## src/rtl/ps2_host_tx.sv

```systemverilog
// Host-to-device PS/2 transmitter: inhibits the bus, then shifts one command byte
// out on device-generated clock edges and reports the device's ack or a timeout.
module ps2_host_tx #(
    parameter int INHIBIT_CYCLES = 5000,
    parameter int TIMEOUT_CYCLES = 1000000,
    parameter int FILTER_LEN     = 8
) (
    input  logic       CLOCK_50,
    input  logic       reset,
    input  logic [7:0] tx_data,
    input  logic       tx_valid,
    output logic       tx_ready,
    output logic       busy,
    output logic       tx_done,
    output logic       tx_error,
    input  logic       ps2_clk_in,
    input  logic       ps2_dat_in,
    output logic       ps2_clk_oe,
    output logic       ps2_dat_oe
);

    localparam int IW = $clog2(INHIBIT_CYCLES + 1);
    localparam int TW = $clog2(TIMEOUT_CYCLES + 1);
    localparam int FW = $clog2(FILTER_LEN + 1);
    localparam logic [IW-1:0] INH_LAST = IW'(INHIBIT_CYCLES - 1);
    localparam logic [IW-1:0] INH_ONE  = IW'(1);
    localparam logic [TW-1:0] TO_LIMIT = TW'(TIMEOUT_CYCLES);
    localparam logic [TW-1:0] TO_ONE   = TW'(1);
    localparam logic [FW-1:0] FLT_LAST = FW'(FILTER_LEN - 1);
    localparam logic [FW-1:0] FLT_ONE  = FW'(1);

    typedef enum logic [2:0] {
        S_IDLE      = 3'd0,
        S_INHIBIT   = 3'd1,
        S_START     = 3'd2,
        S_SEND      = 3'd3,
        S_ACK       = 3'd4,
        S_WAIT_IDLE = 3'd5
    } state_t;

    function automatic logic odd_parity(input logic [7:0] d);
        return ~^d;
    endfunction

    state_t          state_r;
    logic [1:0]      clk_sync_r;
    logic [1:0]      dat_sync_r;
    logic            clk_filt_r;
    logic [FW-1:0]   flt_cnt_r;
    logic            fall_r;
    logic [7:0]      data_r;
    logic            par_r;
    logic [3:0]      bit_cnt_r;
    logic [IW-1:0]   inh_cnt_r;
    logic [TW-1:0]   to_cnt_r;
    logic            err_r;
    logic [TW-1:0]   to_next_s;
    logic            to_hit_s;
    logic [3:0]      bit_next_s;

    // Two-flop synchronizers for both raw lines; idle level is high.
    always_ff @(posedge CLOCK_50 or posedge reset) begin
        if (reset) begin
            clk_sync_r <= 2'b11;
            dat_sync_r <= 2'b11;
        end else begin
            clk_sync_r <= {clk_sync_r[0], ps2_clk_in};
            dat_sync_r <= {dat_sync_r[0], ps2_dat_in};
        end
    end

    // Clock agreement filter; fall_r strobes in the cycle the filtered level drops.
    always_ff @(posedge CLOCK_50 or posedge reset) begin
        if (reset) begin
            clk_filt_r <= 1'b1;
            flt_cnt_r  <= {FW{1'b0}};
            fall_r     <= 1'b0;
        end else begin
            fall_r <= 1'b0;
            if (clk_sync_r[1] != clk_filt_r) begin
                if (flt_cnt_r == FLT_LAST) begin
                    clk_filt_r <= clk_sync_r[1];
                    flt_cnt_r  <= {FW{1'b0}};
                    fall_r     <= clk_filt_r;
                end else begin
                    flt_cnt_r <= flt_cnt_r + FLT_ONE;
                end
            end else begin
                flt_cnt_r <= {FW{1'b0}};
            end
        end
    end

    // Saturating timeout increment and next bit index.
    always_comb begin
        to_next_s  = (to_cnt_r == TO_LIMIT) ? to_cnt_r : (to_cnt_r + TO_ONE);
        to_hit_s   = (to_next_s == TO_LIMIT);
        bit_next_s = bit_cnt_r + 4'd1;
    end

    // Transaction FSM with registered line enables and status outputs.
    always_ff @(posedge CLOCK_50 or posedge reset) begin
        if (reset) begin
            state_r    <= S_IDLE;
            data_r     <= 8'h00;
            par_r      <= 1'b0;
            bit_cnt_r  <= 4'd0;
            inh_cnt_r  <= {IW{1'b0}};
            to_cnt_r   <= {TW{1'b0}};
            err_r      <= 1'b0;
            ps2_clk_oe <= 1'b0;
            ps2_dat_oe <= 1'b0;
            tx_done    <= 1'b0;
            tx_error   <= 1'b0;
            busy       <= 1'b0;
            tx_ready   <= 1'b1;
        end else begin
            tx_done  <= 1'b0;
            tx_error <= 1'b0;
            case (state_r)
                S_IDLE: begin
                    if (tx_valid && tx_ready) begin
                        data_r     <= tx_data;
                        par_r      <= odd_parity(tx_data);
                        inh_cnt_r  <= {IW{1'b0}};
                        ps2_clk_oe <= 1'b1;
                        busy       <= 1'b1;
                        tx_ready   <= 1'b0;
                        state_r    <= S_INHIBIT;
                    end
                end
                S_INHIBIT: begin
                    if (inh_cnt_r == INH_LAST) begin
                        ps2_dat_oe <= 1'b1;
                        state_r    <= S_START;
                    end else begin
                        inh_cnt_r <= inh_cnt_r + INH_ONE;
                    end
                end
                S_START: begin
                    ps2_clk_oe <= 1'b0;
                    bit_cnt_r  <= 4'd0;
                    to_cnt_r   <= {TW{1'b0}};
                    err_r      <= 1'b0;
                    state_r    <= S_SEND;
                end
                S_SEND: begin
                    to_cnt_r <= to_next_s;
                    if (to_hit_s) begin
                        ps2_clk_oe <= 1'b0;
                        ps2_dat_oe <= 1'b0;
                        tx_done    <= 1'b1;
                        tx_error   <= 1'b1;
                        busy       <= 1'b0;
                        tx_ready   <= 1'b1;
                        state_r    <= S_IDLE;
                    end else if (fall_r) begin
                        bit_cnt_r <= bit_next_s;
                        case (bit_next_s)
                            4'd1, 4'd2, 4'd3, 4'd4,
                            4'd5, 4'd6, 4'd7, 4'd8: ps2_dat_oe <= ~data_r[bit_cnt_r[2:0]];
                            4'd9:                   ps2_dat_oe <= ~par_r;
                            default: begin
                                // Stop bit: release data and wait for the device ack edge.
                                ps2_dat_oe <= 1'b0;
                                state_r    <= S_ACK;
                            end
                        endcase
                    end
                end
                S_ACK: begin
                    to_cnt_r <= to_next_s;
                    if (to_hit_s) begin
                        ps2_clk_oe <= 1'b0;
                        ps2_dat_oe <= 1'b0;
                        tx_done    <= 1'b1;
                        tx_error   <= 1'b1;
                        busy       <= 1'b0;
                        tx_ready   <= 1'b1;
                        state_r    <= S_IDLE;
                    end else if (fall_r) begin
                        bit_cnt_r <= bit_next_s;
                        err_r     <= dat_sync_r[1];
                        state_r   <= S_WAIT_IDLE;
                    end
                end
                S_WAIT_IDLE: begin
                    to_cnt_r <= to_next_s;
                    if (to_hit_s) begin
                        ps2_clk_oe <= 1'b0;
                        ps2_dat_oe <= 1'b0;
                        tx_done    <= 1'b1;
                        tx_error   <= 1'b1;
                        busy       <= 1'b0;
                        tx_ready   <= 1'b1;
                        state_r    <= S_IDLE;
                    end else if (clk_filt_r && dat_sync_r[1]) begin
                        tx_done  <= 1'b1;
                        tx_error <= err_r;
                        busy     <= 1'b0;
                        tx_ready <= 1'b1;
                        state_r  <= S_IDLE;
                    end
                end
                default: begin
                    ps2_clk_oe <= 1'b0;
                    ps2_dat_oe <= 1'b0;
                    busy       <= 1'b0;
                    tx_ready   <= 1'b1;
                    state_r    <= S_IDLE;
                end
            endcase
        end
    end

endmodule

```

## config.mk

```make
export PLATFORM = sky130hd
export DESIGN_NAME = ps2_host_tx
export DESIGN_NICKNAME = d
export VERILOG_FILES = /design/src/rtl/ps2_host_tx.sv
export SDC_FILE = /design/constraint.sdc
export NUM_CORES = 1
export LEC_CHECK = 0
export CELL_PAD_IN_SITES_DETAIL_PLACEMENT = 1
export CELL_PAD_IN_SITES_GLOBAL_PLACEMENT = 1
export CORE_MARGIN = 5
export CORE_UTILIZATION = 40
export CTS_CLUSTER_SIZE = 10
export DETAILED_ROUTE_END_ITERATION = 8
export PLACE_DENSITY = 0.82
export SYNTH_ARGS = -nofsm -noshare
export SYNTH_HDL_FRONTEND = slang
export SYNTH_SLANG_ARGS = --single-unit
```

## constraint.sdc

```tcl
create_clock -name CLOCK_50 -period 3 [get_ports CLOCK_50]
set_input_delay 0.75 -clock CLOCK_50 [delete_from_list [all_inputs] [get_ports CLOCK_50]]
set_output_delay 0.75 -clock CLOCK_50 [all_outputs]
set_load 0.02 [all_outputs]
```

# After elaboration in Yosys (flattened, before gate mapping)
# Cells that the tools add are included.
# totals
word_cells,135
mem_count,0
inputBits,13
latchBits,0
ram_bits,0
romBits,0
regBits,66
out_inout_bits,6
# classes
eq_ne,33
multipliers,0
add_sub_neg,4
shifts,0
n_lt_le_gt_ge,1
div,0
n_mux,50
bitwise,5
n_reduce_logical,24
# ops
operator,n
"20-bit equality test, second input constant",2
20-bit case mux with 2 select lines,1
3-bit 2-to-1 mux,9
13-bit 2-to-1 mux,2
13-bit case mux with 2 select lines,1
1-bit 2-to-1 mux,21
"20-bit by 1-bit adder with 20-bit output, second input constant",1
"4-bit by 3-bit equality test with 1-bit output, second input constant",5
20-bit 2-to-1 mux,1
3-bit case mux with 6 select lines,1
4-bit 2-to-1 mux,4
"13-bit by 1-bit adder with 13-bit output, second input constant",1
"13-bit equality test, second input constant",1
"2-bit != test, second input constant",6
"3-bit != test, second input constant",4
1-bit case mux with 4 select lines,3
3-bit AND reduction,4
9-bit OR reduction,1
"4-bit by 1-bit adder with 4-bit output, second input constant",2
"4-bit by 2-bit equality test with 1-bit output, second input constant",2
"4-bit equality test, second input constant",2
"2-bit by 1-bit != test with 1-bit output, second input constant",4
1-bit case mux with 2 select lines,4
4-bit case mux with 2 select lines,1
other kinds (19),34

# Logic depth before layout (Yosys ltp)
# depth
ltp_word,7
depth_mapped,10
depth_no_buf,9

# Least setup slack after synthesis
# OpenSTA, ideal clock, no wires.
# synth_timing
kind,flip-flop to flip-flop
from,register to_cnt_r[1]
to,register state_r[0]
synth_period_minus_slack_ps,2883
n_path_buf,2
path_slack_ps,117
stages_incl_launch_ff,11
setup_ps,96
t_required_ps,2904
arrival_time_ps,2788
path_cell_list,dfrtp_1 -> ha_1 -> buf_2 -> nand2_1 -> or3_1 -> a221o_1 -> a311o_1 -> or4_1 -> buf_2 -> and3_1 -> nor4_2
# synth_between
elab_chain_len,5
word_cells_on_any_way,13
classes_between,add/sub: 1; eq/ne: 6; mux: 5; reduce/logical: 1
# synth_lines
element,line_no,source
start: declaration,55,logic [TW-1:0] to_cnt_r;
start signal: assignment,109,to_cnt_r <= {TW{1'b0}};
start signal: assignment,143,to_cnt_r <= {TW{1'b0}};
start signal: assignment,148,to_cnt_r <= to_next_s;
20-bit by 1-bit adder with 20-bit output / 20-bit equality test (equally long branches),96,to_next_s = (to_cnt_r == TO_LIMIT) ? to_cnt_r : (to_cnt_r + TO_ONE);
20-bit 2-to-1 mux (*),96,
20-bit equality test (*),97,to_hit_s = (to_next_s == TO_LIMIT);
3-bit != test (no line) (tied with other cells),n/a,
6-bit AND reduction (no line) / 3-bit case mux with 6 select lines (equally long branches),n/a,
end signal: assignment,104,state_r <= S_IDLE;
end signal: assignment,129,state_r <= S_INHIBIT;
end signal: assignment,135,state_r <= S_START;
end: declaration,45,state_t state_r;
# Every way passes the cells marked *; elsewhere a longest branch is shown, timed or not.
# A chain may end at the register's enable or synchronous reset.

# Worst setup path in the final report
# layout_timing
from,register to_cnt_r[18]
to,register busy
# layout_between
elab_chain_len,5
word_cells_on_any_way,9
classes_between,add/sub: 1; eq/ne: 4; mux: 3; reduce/logical: 1
# layout_lines
element,line_no,source
20-bit by 1-bit adder with 20-bit output / 20-bit equality test (equally long branches),96,
20-bit 2-to-1 mux (*),96,
20-bit equality test (*),97,
3-bit != test (no line) (tied with other cells),n/a,
4-bit AND reduction (no line) / 1-bit case mux with 4 select lines (equally long branches),n/a,
end signal: assignment,115,busy <= 1'b0;
end signal: assignment,127,busy <= 1'b1;
end signal: assignment,154,busy <= 1'b0;
end: declaration,13,"output logic busy,"
# Marked as above.

==> results.cfg <==
[routing]
drc_errors = 0
drtIter0Drc = 182
drt_pass1_iterations = 4
wl_per_cell_microns = 17.5
avgViaCountPerCell = 5.70
vias = 3242
wirelength_microns = 9970
antenna_left = 0

[placement]
place_hpwl_microns = 7350
io_buffers = 18
gp_congestion = 0.816
place_ws_ps = 76.4
postPlaceCellArea_sq_um = 4240

[floorplanning]
core_area_sq_um = 9280
die_x_microns = 108
pin_count = 19
die_area_sq_um = 11600
core.rowCount = 35
start_util = 0.412
die_h_microns = 108

[grt]
grt_pass1_wl_microns = 17200
grt_max_degree = 67
grt-ovfl-total = 0
grt_use_total = 0.185
grt_pass1_vias = 3511
antenna_found_initial = 0

[critical_path]
cp.required_ps = 3240
worstSetupStartpointType = register
cp_slowest_cell = or4b_4
worstPathArrival_ps = 3110
crit_fanout = 5
max_stage_delay_ps = 540
crit_chain = nand2_2 -> or4b_4 -> or2_1 -> a311o_1 -> or4_1 -> buf_4 -> a21o_1 -> o211a_1
cp-end-kind = register
crit_type = reg2reg

[flow_run]
cap_violations = 0

[yosys]
syn_inst = 408
ys_async_sr_fraction = 1.00
ys_seq_elements = 66
synth_warnings = 0
ys_types = 61
syn_avg_cell_area_sq_um = 9.37
synth.cell_area_sq_um = 3820
ys_seq_area_frac = 0.434
synth_edf_count = 0
synth-main-ff-cell = dfrtp_1
syn_nets = 430

[final_layout]
drive_above_1_share = 0.136
nNetsFinal = 457
final_cell_area_sq_um = 4450
diodes = 0
area_growth_pct = 16.3

[clock_network]
hold_buffers = 0
cts.path.max_buffers = 2
cts_tree = built
cts_max_level = 3
clkSinkCount = 66
clk_pin_slew_ps = 80
clk_latency_ps = 340
root_buffer = clkbuf_8
cts_buffers = 9

[timing]
min_period_ps = 2870
hold_violations = 0
clock_skew_ps = 14.6
setup_ws_ps = 126
timing.max_slew.rel_slack = 0.603
slew_viol_final = 0
fin_worst_hold_slack_ps = 357
setup_viol = 0
fin_crit_sh = 0.958
rsz0062_at_grt = false
fin_setup_tns_ps = 0
max_clock_freq_mhz = 348
tightest_slew_ps = 595

[pwr]
power.density_nw_per_um2 = 412
vdd_drop_max_mv = 0.262
leakage_nw = 1.84

[status]
status = finished clean

[hold_path]
min_path_type = reg2reg
[repair_timing]
item                       CTS  global route
buffers inserted             0             0
gates resized for setup      0             2
setup endpoints to repair    0             5
[layout make-up]
type / count / area (sq um)
Sequential cell: 66 / 1660
Multi-Input combinational cell: 310 / 2060
Timing Repair Buffer: 36 / 328
Fill cell: 1091 / 4840
Clock buffer: 13 / 149
Clock inverter: 3 / 42.5
Tap cell: 129 / 161
Inverter: 12 / 45.0
[synth_stat cells, drive strengths merged, types with 12 or more instances]
cell type	count	area, sq um
nand2	36	138
dfrtp	60	1500
xnor2	16	140
clkbuf	14	52.6
o21ai	32	160
nor2	37	139
xor2	15	131
a21oi	17	85.1
nand3	20	105
inv	12	45.0
and3	13	81.3
mux2	13	146
[per-stage QoR]
| step | total power [mW] | utilization | instances |
|---|---|---|---|
| 2_1_floorplan | 1.05 | - | 408 |
| 4_1_cts | 1.86 | 0.477 | 569 |
| 6_report | 1.83 | 0.479 | 569 |
| 3_5_place_dp | 1.11 | 0.457 | 553 |
| 3_3_place_gp | 1.10 | 0.457 | 553 |
| 5_1_grt | 1.92 | 0.479 | 569 |
[power by group]
group / total [mW] / internal (mW) / switching, mW
registers: 0.958 / 0.926 / 0.0321
logic: 0.135 / 0.0664 / 0.0688
clock network: 0.739 / 0.406 / 0.333
total: 1.83 / 1.40 / 0.434
[layout by cell type, fill, tap and decap left out, drive strengths merged, types with 3 or more instances in the layout]
master,netlist,routed
clkbuf,14,13
o211ai,3,3
or3,3,3
clkdlybuf4s50,0,18
ha,9,9
xnor2,16,16
a31oi,4,4
nor3,6,6
o22ai,3,3
nor2b,6,6
dfstp,6,6
xor2,15,15
nand2b,5,5
o21ai,32,32
and4,3,3
nand3,20,20
a21oi,17,17
o31ai,11,11
nor2,37,37
buf,6,18
mux2,13,13
nor3b,4,4
mux2i,3,3
nand4,8,8
nand2,36,36
nor4,6,6
and3,13,13
dfrtp,60,60
inv,12,12
[logic make-up after synthesis]
family / share of synthesized area
AO/OA/AOI/OAI: 0.161
XOR/XNOR: 0.0711
adder cells (fa/ha/maj): 0.0295
buffers and inverters: 0.0331
flip-flops: 0.434
multiplexers: 0.0580
AND/OR/NAND/NOR: 0.213
[worst paths after layout]
path	startpoint	to	slack (ps)	depth (start not counted)
worst max-delay path	to_cnt_r[18]	busy	130	8
worst min-delay path	dat_sync_r[0]	dat_sync_r[1]	360	0
worst max register to register	to_cnt_r[18]	busy	130	8
worst min register to register	dat_sync_r[0]	dat_sync_r[1]	360	0
max in group asynchronous	reset	tx_ready	1890	3
min in group asynchronous	reset	to_cnt_r[15]	790	3
[routing by layer]
| layer | vias to the layer above | GRT usage | routed length (microns) |
|---|---|---|---|
| met5 | - | 0 | 0 |
| li1 | 1535 | - | - |
| met1 | 1638 | 0.229 | 4430 |
| met2 | 57 | 0.326 | 5130 |
| met3 | 12 | 0.0426 | 308 |
| met4 | 0 | 0.0415 | 99 |
[worst max-delay path: cells and delay by family (launching register included)]
family,cells,cell delay [ps]
compound gates,3,700
buf+inv,1,180
flops,1,430
simple gates,4,1470
[registers in the layout (all words and copies together), names as in the netlist]
register	cells
clk_sync_r	2
data_r	8
tx_done	1
ps2_dat_oe	1
fall_r	1
bit_cnt_r	4
to_cnt_r	20
clk_filt_r	1
ps2_clk_oe	1
tx_ready	1
state_r	3
flt_cnt_r	4
tx_error	1
inh_cnt_r	13
busy	1
par_r	1
dat_sync_r	2
err_r	1
Power figures use the tool's default switching activity.
